[src/rtl/mis_pkg.sv]
// mis_pkg
// Shared constants for the MIS stimulus/capture controller:
//   - FSM state encodings (plain 3-bit constants so older tools and
//     waveform decoders can use them unchanged)
//   - synchroniser depth
//   - default parameter values used by mis_stimulus_gen
package mis_pkg;

  localparam int SYNC_STAGES = 2;

  localparam int DEF_DELTA_W       = 8;
  localparam int DEF_CNT_W         = 16;
  localparam int DEF_SETTLE_CYCLES = 16;
  localparam int DEF_MAX_WAIT      = 1000;

  typedef logic [2:0] state_t;

  localparam state_t ST_IDLE     = 3'd0;
  localparam state_t ST_INIT     = 3'd1;
  localparam state_t ST_EDGE1    = 3'd2;
  localparam state_t ST_GAP      = 3'd3;
  localparam state_t ST_WAIT_OUT = 3'd4;
  localparam state_t ST_DONE     = 3'd5;

endpackage

[src/rtl/mis_sync2.sv]
// mis_sync2
// Multi-flop synchroniser (SYNC_STAGES deep) for one asynchronous bit.
// Ports:
//   clk    - destination clock
//   rst    - synchronous, active-high reset; clears every stage
//   d      - asynchronous input
//   q      - synchronised output, SYNC_STAGES cycles of latency
module mis_sync2
  import mis_pkg::*;
(
  input  logic clk,
  input  logic rst,
  input  logic d,
  output logic q
);

  logic [SYNC_STAGES-1:0] ff;

  always_ff @(posedge clk) begin
    if (rst) begin
      ff <= '0;
    end else begin
      ff <= {ff[SYNC_STAGES-2:0], d};
    end
  end

  assign q = ff[SYNC_STAGES-1];

endmodule

[src/rtl/mis_stimulus_gen.sv]
// mis_stimulus_gen
// Stimulus and capture controller for multiple-input-switching delay
// characterisation of a two-input NOR/inverter chain (output = A1 | A2).
// One measurement per accepted start: hold both inputs at the initial
// level, check the output settled, launch the lead edge, launch the lag
// edge |delta| cycles later, then count cycles until the synchronised
// output reaches its final level (or MAX_WAIT expires).
// Ports:
//   clk, rst     - clock, synchronous active-high reset
//   start        - one-cycle request, honoured only in IDLE
//   delta        - signed skew; >0 A1 leads, <0 A2 leads, 0 simultaneous
//   dir_rise     - 1: inputs go 0->1, 0: inputs go 1->0
//   myout        - chain output, asynchronous to clk
//   myinA1/A2    - registered chain inputs
//   busy, done   - run in progress / one-cycle completion pulse
//   timeout      - sticky: no output transition within MAX_WAIT
//   settle_err   - sticky: output not at initial level after settling
//   meas         - cycles from first edge to settled output (incl. sync)
//   dbg_state    - current FSM state for observation
//
// Handshake: start is a request strobe with busy acting as not-ready.
// A start seen while the FSM is in IDLE is accepted on that clock edge;
// any start while busy or done is high is dropped, never queued.
module mis_stimulus_gen
  import mis_pkg::*;
#(
  parameter int DELTA_W       = DEF_DELTA_W,
  parameter int CNT_W         = DEF_CNT_W,
  parameter int SETTLE_CYCLES = DEF_SETTLE_CYCLES,
  parameter int MAX_WAIT      = DEF_MAX_WAIT
) (
  input  logic               clk,
  input  logic               rst,
  input  logic               start,
  input  logic [DELTA_W-1:0] delta,
  input  logic               dir_rise,
  input  logic               myout,
  output logic               myinA1,
  output logic               myinA2,
  output logic               busy,
  output logic               done,
  output logic               timeout,
  output logic               settle_err,
  output logic [CNT_W-1:0]   meas,
  output state_t             dbg_state
);

  state_t             state_q;
  logic [CNT_W-1:0]   cnt_q;
  logic [CNT_W-1:0]   settle_q;
  logic               dir_q;
  logic               lead_a2_q;
  logic               captured_q;
  logic [DELTA_W:0]   abs_q;

  logic               sync_out;
  logic               init_lvl;
  logic               final_lvl;
  logic               hit;
  logic [CNT_W-1:0]   cnt_inc;
  logic               gap_last;
  logic               at_max;
  logic               settle_last;
  logic [DELTA_W:0]   delta_ext;
  logic [DELTA_W:0]   delta_abs;

  mis_sync2 u_sync (
    .clk (clk),
    .rst (rst),
    .d   (myout),
    .q   (sync_out)
  );

  assign init_lvl    = ~dir_q;
  assign final_lvl   = dir_q;
  assign hit         = (sync_out == final_lvl);
  assign cnt_inc     = cnt_q + 1'b1;
  // The lag edge is registered, so it is launched on the edge that ends
  // cycle |delta|-1 and is visible at the pins during cycle t = |delta|.
  assign gap_last    = (cnt_inc == CNT_W'(abs_q));
  assign at_max      = (cnt_q == CNT_W'(MAX_WAIT));
  assign settle_last = (settle_q == CNT_W'(SETTLE_CYCLES - 1));

  // One extra bit so that the most negative skew has a representable
  // magnitude (e.g. -128 -> 128 for an 8-bit delta).
  assign delta_ext = {delta[DELTA_W-1], delta};
  assign delta_abs = delta[DELTA_W-1] ? (~delta_ext + 1'b1) : delta_ext;

  always_ff @(posedge clk) begin
    if (rst) begin
      state_q    <= ST_IDLE;
      cnt_q      <= '0;
      settle_q   <= '0;
      dir_q      <= 1'b0;
      lead_a2_q  <= 1'b0;
      captured_q <= 1'b0;
      abs_q      <= '0;
      myinA1     <= 1'b0;
      myinA2     <= 1'b0;
      timeout    <= 1'b0;
      settle_err <= 1'b0;
      meas       <= '0;
    end else begin
      case (state_q)
        ST_IDLE: begin
          if (start) begin
            dir_q      <= dir_rise;
            lead_a2_q  <= delta[DELTA_W-1];
            abs_q      <= delta_abs;
            captured_q <= 1'b0;
            settle_q   <= '0;
            timeout    <= 1'b0;
            settle_err <= 1'b0;
            meas       <= '0;
            myinA1     <= ~dir_rise;
            myinA2     <= ~dir_rise;
            state_q    <= ST_INIT;
          end
        end

        ST_INIT: begin
          if (settle_last) begin
            if (sync_out != init_lvl) begin
              settle_err <= 1'b1;
              state_q    <= ST_DONE;
            end else begin
              cnt_q   <= '0;
              state_q <= ST_EDGE1;
              if (abs_q == '0) begin
                myinA1 <= final_lvl;
                myinA2 <= final_lvl;
              end else if (lead_a2_q) begin
                myinA2 <= final_lvl;
              end else begin
                myinA1 <= final_lvl;
              end
            end
          end else begin
            settle_q <= settle_q + 1'b1;
          end
        end

        ST_EDGE1: begin
          cnt_q <= cnt_inc;
          if (abs_q == '0) begin
            state_q <= ST_WAIT_OUT;
          end else if (gap_last) begin
            // |delta| == 1: the lag edge belongs to the very next cycle.
            if (lead_a2_q) myinA1 <= final_lvl;
            else           myinA2 <= final_lvl;
            state_q <= ST_WAIT_OUT;
          end else begin
            state_q <= ST_GAP;
          end
        end

        ST_GAP: begin
          cnt_q <= cnt_inc;
          // A rising output can settle before the lag edge; keep the first
          // hit but still finish the stimulus sequence.
          if (hit && !captured_q) begin
            meas       <= cnt_q;
            captured_q <= 1'b1;
          end
          if (gap_last) begin
            if (lead_a2_q) myinA1 <= final_lvl;
            else           myinA2 <= final_lvl;
            state_q <= ST_WAIT_OUT;
          end
        end

        ST_WAIT_OUT: begin
          cnt_q <= cnt_inc;
          if (captured_q) begin
            state_q <= ST_DONE;
          end else if (hit) begin
            meas    <= cnt_q;
            state_q <= ST_DONE;
          end else if (at_max) begin
            timeout <= 1'b1;
            meas    <= CNT_W'(MAX_WAIT);
            state_q <= ST_DONE;
          end
        end

        ST_DONE: begin
          state_q <= ST_IDLE;
        end

        default: begin
          state_q <= ST_IDLE;
        end
      endcase
    end
  end

  assign busy = (state_q == ST_INIT) || (state_q == ST_EDGE1) ||
                (state_q == ST_GAP)  || (state_q == ST_WAIT_OUT);
  assign done = (state_q == ST_DONE);
  assign dbg_state = state_q;

endmodule

[config.mk]
export PLATFORM = sky130hd
export DESIGN_NAME = mis_stimulus_gen
export DESIGN_NICKNAME = d
export VERILOG_FILES = /design/src/rtl/mis_pkg.sv /design/src/rtl/mis_sync2.sv /design/src/rtl/mis_stimulus_gen.sv
export SDC_FILE = /design/constraint.sdc
export NUM_CORES = 1
export LEC_CHECK = 0
export CORE_MARGIN = 2
export CORE_UTILIZATION = 48
export CTS_BUF_LIST = sky130_fd_sc_hd__clkbuf_2 sky130_fd_sc_hd__clkbuf_4 sky130_fd_sc_hd__clkbuf_8
export CTS_CLUSTER_DIAMETER = 60
export DETAILED_ROUTE_END_ITERATION = 8
export PLACE_DENSITY_LB_ADDON = 0.15
export RECOVER_POWER = 50
export SLEW_MARGIN = 20
export SYNTH_ARGS = -nofsm -noshare
export SYNTH_HDL_FRONTEND = slang
export SYNTH_SLANG_ARGS = --single-unit
[constraint.sdc]
create_clock -name clk -period 4.6 [get_ports clk]
set_input_delay 0.69 -clock clk [delete_from_list [all_inputs] [get_ports clk]]
set_output_delay 0.69 -clock clk [all_outputs]
set_load 0.05 [all_outputs]
==> summary.md <==
| Metric | Value |
|---|---|
| Result of the run | finished with violations |
| Violated checks | capacitance limit, slew limit |
| Setup repair after global routing missed its margin | no |
| Clock H-tree levels | 3 |
| Cts bufs inserted | 9 |
| Worst path slowest cell | sky130_fd_sc_hd__o21ai_0 |
| Initial standard-cell utilization of the core | 49.9% |
| Number of buffers inserted for hold repair after clock tree synthesis | 0 |
| Number of vias after detailed routing | 3694 |
| First-pass GRT wire length | 16800 µm |
| Sequential share of power | 34.4% |
| Vias in the first global route | 3484 |
| Die boundary height | 93.8 µm |
| Clk root buf | sky130_fd_sc_hd__clkbuf_8 |
| Post-Place Setup Slack | 1590 ps |
| CTS tree | done |
| Final wirelength | 9690 µm |
| Worst skew pair latency | 360 ps |
| Initial antenna violation count | 0 |
| Power, Total | 2160 µW |
| Delay of the slowest cell on the worst path | 1470 ps |
| Wire length per cell after detailed routing | 15.6 µm |
| Share of the cycle needed by the critical path after routing | 72.0% |
| Clk_skew | 12.2 ps |
| Top-level port count | 38 |
| Combined area of all synthesized cells | 0.00387 mm² |
| Number of warnings reported in the yosys synthesis log | 0 |
| Number of gates given a new drive strength after cts | 0 |
| Core Rows | 32 |
| Clock-pin slew on the worst setup and hold paths | 80 ps |
| Data required time of the worst path | 4880 ps |
| Final setup violation count | 0 |
| Clk network pwr share | 26.6% |
| Drt first-iter violations | 245 |
| Count of TritonRoute iterations in the first routing pass | 5 |
| Setup fix buffers added after clock tree synthesis | 0 |
| Endpoint class of the critical path | register |
| Gr usage total | 24.0% |
| Sum of negative setup slack | 0 ps |
| Worst slew pin tran | 1700 ps |
| Worst path buffer plus inverter count | 0 |
| Largest net degree at the start of global routing | 27 |
| Fmax | 0.302 GHz |
| Post-synthesis cell count | 496 |
| Leakage power of the design | 0.00158 µW |
| Number of max-cap violations | 1 |
| Worst path cell trace | nor3_1 > and2_0 > o21ai_0 > nand2_1 > a21oi_1 |
| Port Buf Inserts | 37 |
| Commonest register cell after synthesis | sky130_fd_sc_hd__dfxtp_1 |
| Switching part of the total | 42.0% |
| Largest delay contributor family on the critical path | compound AO/OA/AOI/OAI gates |
| Post-synth EDFFs | 0 |
| Drt drc | 0 |
| Routability congestion estimate | 0.938 |
| Headroom to the max-slew limit | -14.4% |
| Power Density | 483 mW/mm² |
| Max Fanout on Critical Path | 19 |
| Sequential share of the synthesized area | 35.7% |
| Net count of the finished layout | 530 |
| Hold crit path type | register to register |
| Type of the worst setup path | register to register |
| Async SR Flop Fraction | 0% |
| Most common cell after layout, fill and taps aside | sky130_fd_sc_hd__dfxtp_1 |
| Worst path arrival time | 3590 ps |
| Signed area change from the synthesized netlist to the final layout | 15.3% |
| Library cells used by synthesis | 61 |
| Syn Area/Cell | 7.81 µm² |
| Min Clock Period, post-route | 3310 ps |
| Placeable core region | 0.00777 mm² |
| Total die area | 0.00880 mm² |
| Power share of the combinational group | 39.0% |
| Antenna violation net count after detailed routing | 0 |
| Slew Viols, Final | 17 |
| Total nets after synthesis | 513 |
| Share of cells above drive strength 1 | 4.25% |
| Internal power component | 1250 µW |
| Synthesis-stage register bit count | 69 |
| P_sw | 906 µW |
| Setup WS post-layout | 1290 ps |
| Antenna diode instance count | 0 |
| Critical Path Start Type | register |
| Share of the core filled with cells | 57.5% |
| Clock sink count | 69 |
| Horizontal die dimension | 93.8 µm |
| Average via count per standard cell | 5.96 |
| Total congestion overflow after global routing | 0 |
| Commonest cells after routing, fill and taps aside | sky130_fd_sc_hd__dfxtp_1, sky130_fd_sc_hd__nor2_1, sky130_fd_sc_hd__nand2_1 |
| Max Root-Sink Buffers | 2 |
| Final HPWL from detailed placement | 6900 µm |
| Peak supply drop | 0.392 mV |
| Number of failing hold endpoints at the final stage | 0 |
==> kinds of logic after synthesis <==
| kind of cell | after synthesis | synth area share [%] |
|---|---|---|
| simple gates | 230 | 31.6 |
| compound gates | 110 | 18.1 |
| flops | 69 | 35.7 |
| buf+inv | 46 | 4.81 |
| xor+xnor | 33 | 7.46 |
| mux | 4 | 1.03 |
| fa+ha+maj | 4 | 1.29 |
==> worst reg2reg max path, stage by stage (launching register included) <==
cell                      delay, ps
sky130_fd_sc_hd__dfxtp_1        680
sky130_fd_sc_hd__nor3_1         210
sky130_fd_sc_hd__and2_0         550
sky130_fd_sc_hd__o21ai_0       1470
sky130_fd_sc_hd__nand2_1        160
sky130_fd_sc_hd__a21oi_1        170
==> state kept, by name, indices dropped and copies added, names as in the netlist <==
name	count
abs_q	9
captured_q	1
cnt_q	16
dbg_state	3
dir_q	1
lead_a2_q	1
meas	16
myinA1	1
myinA2	1
settle_err	1
settle_q	16
timeout	1
u_sync.ff	2
==> power by group through the flow <==
stage	Sequential [µW]	Combinational [µW]	Clock [µW]
floorplan	841	545	0
global placement	753	845	0
detailed placement	756	852	0
CTS	744	855	581
global route	755	928	606
finish	741	842	573
==> synth_stat cells, types with 2 or more instances <==
cell / n / area, µm²
sky130_fd_sc_hd__a211oi_1: 19 / 143
sky130_fd_sc_hd__a21o_1: 2 / 15.0
sky130_fd_sc_hd__a21oi_1: 39 / 195
sky130_fd_sc_hd__a22oi_1: 3 / 22.5
sky130_fd_sc_hd__a2bb2oi_1: 3 / 26.3
sky130_fd_sc_hd__a31oi_1: 2 / 12.5
sky130_fd_sc_hd__a41oi_1: 2 / 17.5
sky130_fd_sc_hd__and2_1: 6 / 37.5
sky130_fd_sc_hd__and3_1: 7 / 43.8
sky130_fd_sc_hd__and4_1: 3 / 26.3
sky130_fd_sc_hd__buf_1: 2 / 7.51
sky130_fd_sc_hd__buf_2: 11 / 55.1
sky130_fd_sc_hd__clkbuf_1: 20 / 75.1
sky130_fd_sc_hd__dfxtp_1: 69 / 1380
sky130_fd_sc_hd__ha_1: 4 / 50.1
sky130_fd_sc_hd__inv_1: 13 / 48.8
sky130_fd_sc_hd__mux2i_1: 4 / 40.0
sky130_fd_sc_hd__nand2_1: 41 / 154
sky130_fd_sc_hd__nand2b_1: 5 / 31.3
sky130_fd_sc_hd__nand3_1: 26 / 130
sky130_fd_sc_hd__nand4_1: 13 / 81.3
sky130_fd_sc_hd__nor2_1: 57 / 214
sky130_fd_sc_hd__nor2b_1: 9 / 56.3
sky130_fd_sc_hd__nor3_1: 18 / 90.1
sky130_fd_sc_hd__nor3b_1: 5 / 37.5
sky130_fd_sc_hd__nor4_1: 14 / 87.6
sky130_fd_sc_hd__nor4bb_1: 3 / 30.0
sky130_fd_sc_hd__o211ai_1: 5 / 37.5
sky130_fd_sc_hd__o21a_1: 2 / 15.0
sky130_fd_sc_hd__o21ai_0: 17 / 85.1
sky130_fd_sc_hd__o21ai_1: 2 / 10.0
sky130_fd_sc_hd__or3_1: 8 / 50.1
sky130_fd_sc_hd__or4_1: 3 / 22.5
sky130_fd_sc_hd__xnor2_1: 22 / 193
sky130_fd_sc_hd__xor2_1: 11 / 96.3
==> per-stage QoR <==
step           hold WS, ps  std cells  cell area [µm²]
2_1_floorplan          414        496             3870
4_1_cts                449        620             4470
6_report               444        620             4470
3_3_place_gp           423        604             4250
5_1_grt                461        620             4470
3_5_place_dp           430        604             4250
==> path summary, 6_finish.rpt <==
path	start	to	slack, ps	depth (start not counted)
worst max-delay path	dbg_state[1]	meas[1]	1290	5
worst max register to register	dbg_state[1]	meas[1]	1290	5
worst min register to register	u_sync.ff[0]	u_sync.ff[1]	440	1
worst min-delay path	u_sync.ff[0]	u_sync.ff[1]	440	1
==> per-layer routing <==
layer	vias up	track usage, %	part of all wire, %
li1	1828	-	-
met5	-	0	0
met4	0	9.06	1.9
met2	114	37.8	45
met3	14	4.17	4.6
met1	1738	32.7	48
==> final cells by class <==
| type | instances | area, µm² |
|---|---|---|
| multi-input combinational | 381 | 2300 |
| inverter | 13 | 48.8 |
| tap | 102 | 128 |
| sequential | 69 | 1380 |
| clock buffer | 9 | 124 |
| timing repair buffer | 39 | 382 |
| fill | 735 | 3300 |
| clock inverter | 7 | 103 |
Power figures use the tool's default switching activity.
